File: src/rtl/if_stage.sv
// if_stage: instruction-fetch stage feeding decode.
//
// Owns the program counter and drives a single-outstanding request/ready
// handshake to instruction memory. Presents one instruction and its
// address per cycle to decode, holds them while decode stalls, applies
// control-flow redirects resolved in decode, and freezes on halt.
//
// Handshake: imem_req stays high with imem_addr stable until imem_ready
// pulses for one cycle; imem_rdata is valid in that cycle. Ready may
// arrive in the same cycle the request is first raised (zero wait).
// Decode consumes inst/inst_addr_out/inst_valid in every cycle where
// pc_enable=1 and stall=0.
//
// Ports:
//   clk, rst_b            clock, synchronous active-high reset
//   pc_enable, stall      advance = pc_enable & ~stall
//   halted                halt request (sticky once taken, until reset)
//   jump, jump_register,
//   branch_taken          redirect kind resolved in decode
//   jea, imm_extend,
//   rs_data, id_inst_addr target operands from decode
//   imem_req, imem_addr   fetch request/address
//   imem_ready, imem_rdata fetch response
//   inst, inst_addr_out,
//   inst_valid            instruction presented to decode (inst=0 is bubble)
module if_stage #(
  parameter logic [31:0] RESET_PC = 32'h0000_0000
) (
  input  logic        clk,
  input  logic        rst_b,
  input  logic        pc_enable,
  input  logic        stall,
  input  logic        halted,
  input  logic        jump,
  input  logic        jump_register,
  input  logic        branch_taken,
  input  logic [25:0] jea,
  input  logic [31:0] imm_extend,
  input  logic [31:0] rs_data,
  input  logic [31:0] id_inst_addr,
  output logic        imem_req,
  output logic [31:0] imem_addr,
  input  logic        imem_ready,
  input  logic [31:0] imem_rdata,
  output logic [31:0] inst,
  output logic [31:0] inst_addr_out,
  output logic        inst_valid
);

  typedef enum logic [1:0] {
    S_RUN   = 2'd0,
    S_FULL  = 2'd1,
    S_DRAIN = 2'd2,
    S_HALT  = 2'd3
  } state_e;

  state_e      state_q, state_d;
  logic [31:0] pc_q, pc_d;
  logic        squash_q, squash_d;
  logic [31:0] pend_pc_q, pend_pc_d;
  logic [31:0] buf_q, buf_d;
  logic [31:0] buf_addr_q, buf_addr_d;
  logic [31:0] inst_q, inst_d;
  logic [31:0] inst_addr_q, inst_addr_d;
  logic        inst_valid_q, inst_valid_d;

  logic        advance;
  logic        redir;
  logic [31:0] p4;
  logic [31:0] target;
  logic [31:0] pc_inc;

  always_comb begin
    advance = pc_enable & ~stall;
    redir   = (jump | jump_register | branch_taken) & advance;
    p4      = id_inst_addr + 32'd4;
    pc_inc  = pc_q + 32'd4;  // 32'hFFFF_FFFC wraps to 0
    if (jump_register)
      target = rs_data;
    else if (jump)
      target = {p4[31:28], jea, 2'b00};
    else
      target = p4 + {imm_extend[29:0], 2'b00};
  end

  always_comb begin
    state_d      = state_q;
    pc_d         = pc_q;
    squash_d     = squash_q;
    pend_pc_d    = pend_pc_q;
    buf_d        = buf_q;
    buf_addr_d   = buf_addr_q;
    inst_d       = inst_q;
    inst_addr_d  = inst_addr_q;
    inst_valid_d = inst_valid_q;

    // Decode consumed the current output; unless a word is delivered
    // below, it sees a bubble next cycle. Address is left as-is.
    if (advance) begin
      inst_d       = 32'd0;
      inst_valid_d = 1'b0;
    end

    case (state_q)
      S_RUN: begin
        if (halted) begin
          if (imem_ready) begin
            state_d      = S_HALT;
            inst_d       = 32'd0;
            inst_valid_d = 1'b0;
          end else begin
            state_d = S_DRAIN;
          end
        end else if (imem_ready) begin
          if (squash_q || redir) begin
            // Wrong-path word: drop it. A redirect arriving now is newer
            // than any pending target, so it wins.
            squash_d = 1'b0;
            pc_d     = redir ? target : pend_pc_q;
          end else if (advance) begin
            inst_d       = imem_rdata;
            inst_addr_d  = pc_q;
            inst_valid_d = 1'b1;
            pc_d         = pc_inc;
          end else begin
            buf_d      = imem_rdata;
            buf_addr_d = pc_q;
            pc_d       = pc_inc;
            state_d    = S_FULL;
          end
        end else if (redir) begin
          // Address must stay stable until ready; remember where to go.
          squash_d  = 1'b1;
          pend_pc_d = target;
        end
      end

      S_FULL: begin
        if (halted) begin
          state_d      = S_HALT;
          inst_d       = 32'd0;
          inst_valid_d = 1'b0;
        end else if (redir) begin
          // Buffered word is the sequential successor: wrong path.
          pc_d    = target;
          state_d = S_RUN;
        end else if (advance) begin
          inst_d       = buf_q;
          inst_addr_d  = buf_addr_q;
          inst_valid_d = 1'b1;
          state_d      = S_RUN;
        end
      end

      S_DRAIN: begin
        if (imem_ready) begin
          state_d      = S_HALT;
          inst_d       = 32'd0;
          inst_valid_d = 1'b0;
        end
      end

      default: begin  // S_HALT: frozen until reset
        inst_d       = 32'd0;
        inst_valid_d = 1'b0;
      end
    endcase
  end

  always_ff @(posedge clk) begin
    if (rst_b) begin
      state_q      <= S_RUN;
      pc_q         <= RESET_PC;
      squash_q     <= 1'b0;
      pend_pc_q    <= 32'd0;
      buf_q        <= 32'd0;
      buf_addr_q   <= 32'd0;
      inst_q       <= 32'd0;
      inst_addr_q  <= 32'd0;
      inst_valid_q <= 1'b0;
    end else begin
      state_q      <= state_d;
      pc_q         <= pc_d;
      squash_q     <= squash_d;
      pend_pc_q    <= pend_pc_d;
      buf_q        <= buf_d;
      buf_addr_q   <= buf_addr_d;
      inst_q       <= inst_d;
      inst_addr_q  <= inst_addr_d;
      inst_valid_q <= inst_valid_d;
    end
  end

  assign imem_req      = (state_q == S_RUN) || (state_q == S_DRAIN);
  assign imem_addr     = pc_q;
  assign inst          = inst_q;
  assign inst_addr_out = inst_addr_q;
  assign inst_valid    = inst_valid_q;

endmodule

File: config.mk
export PLATFORM = sky130hd
export DESIGN_NAME = if_stage
export DESIGN_NICKNAME = d
export VERILOG_FILES = /design/src/rtl/if_stage.sv
export SDC_FILE = /design/constraint.sdc
export NUM_CORES = 1
export LEC_CHECK = 0
export BUFFER_PORTS_ARGS = -buffer_cell sky130_fd_sc_hd__clkbuf_2
export CAP_MARGIN = 25
export CORE_AREA = 4 4 197 199
export DETAILED_ROUTE_END_ITERATION = 6
export DIE_AREA = 0 0 201 203
export PLACE_DENSITY = 0.54
export SLEW_MARGIN = 30
export SYNTH_ARGS = -nofsm -noshare
export SYNTH_HDL_FRONTEND = slang
export SYNTH_SLANG_ARGS = --single-unit
export TNS_END_PERCENT = 1
File: constraint.sdc
create_clock -name clk -period 8.2 [get_ports clk]
set_clock_uncertainty 0.2 [all_clocks]
set_input_delay 1.64 -clock clk [delete_from_list [all_inputs] [get_ports clk]]
set_output_delay 1.64 -clock clk [all_outputs]
set_load 0.01 [all_outputs]
==> reports/metrics.json <==
{
  "number_of_antenna_violations_at_the_first_check_in_global_routing": {"value": 3},
  "postSynthNetCount": {"value": 1677},
  "yosys_register_bits": {"value": 196},
  "end_kind": {"value": "flop"},
  "grt_pass1_wl": {"value": 61100, "unit": "µm"},
  "tritoncts_num_sinks": {"value": 196},
  "synth.area.top_cells": {"value": "sky130_fd_sc_hd__dfxtp_1 (35%), sky130_fd_sc_hd__nand2_1 (7.6%), sky130_fd_sc_hd__a21oi_1 (6.7%), sky130_fd_sc_hd__nor2_1 (6.1%), sky130_fd_sc_hd__ha_1 (4.5%)"},
  "worst-endpoint-required": {"value": 8.37, "unit": "ns"},
  "port_buffers": {"value": 258},
  "first_global_vias": {"value": 10900},
  "die_x_extent": {"value": 201, "unit": "µm"},
  "filler_cell_count": {"value": 3995},
  "share_of_flip_flops_with_an_asynchronous_set_or_reset_after_synthesis": {"value": 0, "unit": "%"},
  "cts_max_path_buffers": {"value": 2},
  "dieArea": {"value": 40800, "unit": "µm²"},
  "postCtsHoldBufs": {"value": 0},
  "final_estimated_routing_congestion_in_global_placement": {"value": 0.940},
  "ys_dominant_reg_cell": {"value": "sky130_fd_sc_hd__dfxtp_1"},
  "cts.repair.resized": {"value": 0},
  "drv_slew": {"value": 0},
  "grt_overflow_total": {"value": 0},
  "fin_crit_sh": {"value": 71.0, "unit": "%"},
  "timing_worst_slew_pin_value": {"value": 0.857, "unit": "ns"},
  "critPathArrivalTime": {"value": 5.99, "unit": "ns"},
  "worstReg2RegEnd": {"value": "imem_addr[8]$_SDFFE_PP0P_"},
  "cts_buffers": {"value": 17},
  "ir_drop": {"value": 148, "unit": "µV"},
  "nNetsFinal": {"value": 1868},
  "rsz_0062_raised_after_global_routing": {"value": "no"},
  "number_of_buffers_inserted_by_post_cts_setup_repair": {"value": 0},
  "routed_via_density": {"value": 5.25},
  "top_cell_type_by_total_area_after_synthesis": {"value": "sky130_fd_sc_hd__dfxtp_1"},
  "clock_tree_from_tritoncts": {"value": "built"},
  "root_buffer": {"value": "sky130_fd_sc_hd__clkbuf_16"},
  "p_per_area": {"value": 213, "unit": "nW/µm²"},
  "critical_path.cell_chain": {"value": "clkbuf_2 -> and4_2 -> nand3_1 -> nor2_1 -> nand3_1 -> xnor2_1 -> ha_1 -> nand4_1 -> nor2_1 -> or4b_2 -> o211ai_1 -> a211oi_1 -> xor2_1 -> o21ai_0 -> o21ai_0 -> a21oi_1"},
  "synth_top_area_share": {"value": 34.5, "unit": "%"},
  "grt_max_degree": {"value": 73},
  "initial_utilization": {"value": 30.5, "unit": "%"},
  "die_height": {"value": 203, "unit": "µm"},
  "dp_hpwl": {"value": 28700, "unit": "µm"},
  "worst-path-max-fanout": {"value": 7},
  "critPathBufInv": {"value": 1},
  "drt_wl_total": {"value": 39400, "unit": "µm"},
  "clkLatencyLatePin": {"value": 0.44, "unit": "ns"},
  "leakage": {"value": 5.27, "unit": "nW"},
  "postPlaceCellArea": {"value": 13000, "unit": "µm²"},
  "worstHoldPathType": {"value": "flop to flop"},
  "synth_enable_flop_cells": {"value": 0},
  "finish.utilization": {"value": 36.4, "unit": "%"},
  "via_count": {"value": 11300},
  "period_minus_slack": {"value": 5.82, "unit": "ns"},
  "worstReg2RegStart": {"value": "state_q[1]$_SDFFE_PP0P_"},
  "layout-drive-gt1-share": {"value": 20.1, "unit": "%"},
  "holdPathStages": {"value": 2},
  "critPathLaunch": {"value": "id_inst_addr[6]"},
  "globalRouteTotalUtil": {"value": 18.5, "unit": "%"},
  "ys_warn_count": {"value": 0},
  "synth_area_per_cell": {"value": 7.72, "unit": "µm²"},
  "drt_drc_violations_left": {"value": 8},
  "postSynthCellCount": {"value": 1472},
  "crit_slowest_cell": {"value": "sky130_fd_sc_hd__or4b_2"},
  "initialDrtViolationCount": {"value": 909},
  "status": {"value": "finished with violations"},
  "post-route-cell-area": {"value": 13500, "unit": "µm²"},
  "crit_path_start_kind": {"value": "primary input"},
  "cts_htree_levels": {"value": 4},
  "std_cell_rows": {"value": 71},
  "drt-pass1-iter-count": {"value": 7},
  "max_cap_viol_count": {"value": 0},
  "timing.final.setup_violations": {"value": 0},
  "synth_cell_types": {"value": 76},
  "cts.reportedPaths.clkPinSlew": {"value": 0.07, "unit": "ns"},
  "critical-path-max-stage-delay": {"value": 0.59, "unit": "ns"},
  "criticalPathCategory": {"value": "primary input to flop"},
  "regToRegSetupSlack": {"value": 4.87, "unit": "ns"},
  "synth_area": {"value": 11400, "unit": "µm²"},
  "reg2regPathDepth": {"value": 11},
  "core": {"value": 37200, "unit": "µm²"},
  "slew_headroom": {"value": 42.9, "unit": "%"},
  "detail-route-antenna-nets": {"value": 0},
  "areaGrowthSynthToFinish": {"value": 19.2, "unit": "%"},
  "worst_hold_startpoint": {"value": "buf_addr_q[29]$_SDFFE_PP0P_"},
  "cp_depth": {"value": 16},
  "totalNegativeSetupSlack": {"value": 0, "unit": "ns"},
  "violations": {"value": "DRC"},
  "holdPathEnd": {"value": "buf_addr_q[29]$_SDFFE_PP0P_"},
  "clock.fmax": {"value": 172, "unit": "MHz"},
  "report.final.hold_viol_count": {"value": 0},
  "floorplan.io_pins": {"value": 261},
  "synth_seq_area_share": {"value": 34.5, "unit": "%"},
  "routed_wire_length_per_instance": {"value": 18.3, "unit": "µm"},
  "critical-path-top-delay-family": {"value": "simple AND/OR/NAND/NOR gates"}
}
## logic make-up after synthesis
kind of cell	count (synthesis)	share of synthesized area [%]
and+or+nand+nor	578	22.6
AOI/OAI and AO/OA	412	23.9
DFF	196	34.5
buffers and inverters	130	4.95
xor gates and xnor gates	68	5.24
muxes	46	4.08
adders and majority gates	42	4.69
## cells in the mapped netlist, types with 8 or more instances
master	count
sky130_fd_sc_hd__nor2b_1	8
sky130_fd_sc_hd__mux2i_1	44
sky130_fd_sc_hd__o21ai_0	52
sky130_fd_sc_hd__clkbuf_1	92
sky130_fd_sc_hd__a211oi_1	56
sky130_fd_sc_hd__a21oi_1	152
sky130_fd_sc_hd__a222oi_1	32
sky130_fd_sc_hd__o22ai_1	11
sky130_fd_sc_hd__inv_1	19
sky130_fd_sc_hd__o21a_1	8
sky130_fd_sc_hd__a21o_1	15
sky130_fd_sc_hd__and3_1	15
sky130_fd_sc_hd__nand2b_1	9
sky130_fd_sc_hd__ha_1	41
sky130_fd_sc_hd__xnor2_1	40
sky130_fd_sc_hd__nor2_1	186
sky130_fd_sc_hd__nor3_1	25
sky130_fd_sc_hd__nand3_1	36
sky130_fd_sc_hd__dfxtp_1	196
sky130_fd_sc_hd__or3_1	9
sky130_fd_sc_hd__xor2_1	28
sky130_fd_sc_hd__o211ai_1	19
sky130_fd_sc_hd__nand2_1	231
sky130_fd_sc_hd__nand4_1	22
## routing by layer
layer	global-route usage, %	vias to the layer above	routed length (µm)
li1	-	5661	-
met1	25.9	5266	19300
met2	29.4	329	17600
met3	3.24	30	1850
met4	4.92	2	613
met5	0	-	8
## per-stage QoR
| step | hold WS [ns] | power (mW) | worst slack [ns] | cells |
|---|---|---|---|---|
| floorplan | 0.232 | 1.75 | 3.06 | 1472 |
| global placement | 0.241 | 2.08 | 2.07 | 2117 |
| detailed placement | 0.246 | 2.09 | 2.04 | 2117 |
| CTS | 0.256 | 2.91 | 2.49 | 2148 |
| global route | 0.271 | 3.07 | 2.26 | 2149 |
| finish | 0.254 | 2.88 | 2.38 | 2150 |
## report_power, final
group          total [mW]  internal, mW  switching [mW]  leakage (nW)
Clock               0.823         0.431           0.392         0.261
Combinational       0.920         0.343           0.577          3.42
Sequential           1.14          1.03           0.114          1.59
Total                2.88          1.80            1.08          5.27
## tightest hold or removal path, stage by stage, from the launching register on
cell,delay (ns)
sky130_fd_sc_hd__dfxtp_1,0.31
sky130_fd_sc_hd__nand2_1,0.05
sky130_fd_sc_hd__a21oi_1,0.05
## final cells by class
class / count / area, µm² / area share [%]
repair buffers: 282 / 1480 / 10.9
well taps: 474 / 593 / 4.38
clock buffers: 19 / 443 / 3.27
diodes: 1 / 2.50 / 0.0185
clock inverters: 12 / 119 / 0.878
multi-input cells: 1146 / 6900 / 51.0
inverters: 20 / 75.1 / 0.554
flip-flops and latches: 196 / 3930 / 29.0
## placed cells by master (no fill, tap or decap), drive strengths merged, types with 25 or more instances in the layout
master	n
ha	41
a222oi	32
nor2	186
mux2i	44
dfxtp	196
nand3	36
buf	25
nand2	232
o21ai	53
a21oi	152
xnor2	40
xor2	28
a211oi	56
nor3	26
clkbuf	276
## sequential cells by signal (all words and copies together) (netlist names)
name,flops
imem_addr,32
inst_valid,1
state_q,2
buf_addr_q,32
pend_pc_q,32
inst,32
squash_q,1
inst_addr_out,32
buf_q,32
## how the worst max path moves through the flow
stage                                       to  slack (ns)
finish              imem_addr[24]$_SDFFE_PP0P_        2.38
global route        imem_addr[24]$_SDFFE_PP0P_        2.26
CTS                 imem_addr[24]$_SDFFE_PP0P_        2.49
detailed placement  imem_addr[24]$_SDFFE_PP0P_        2.04
global placement    imem_addr[24]$_SDFFE_PP0P_        2.07
floorplan           imem_addr[30]$_SDFFE_PP0P_        3.06
Note: power is estimated with default switching activity, not from simulation.
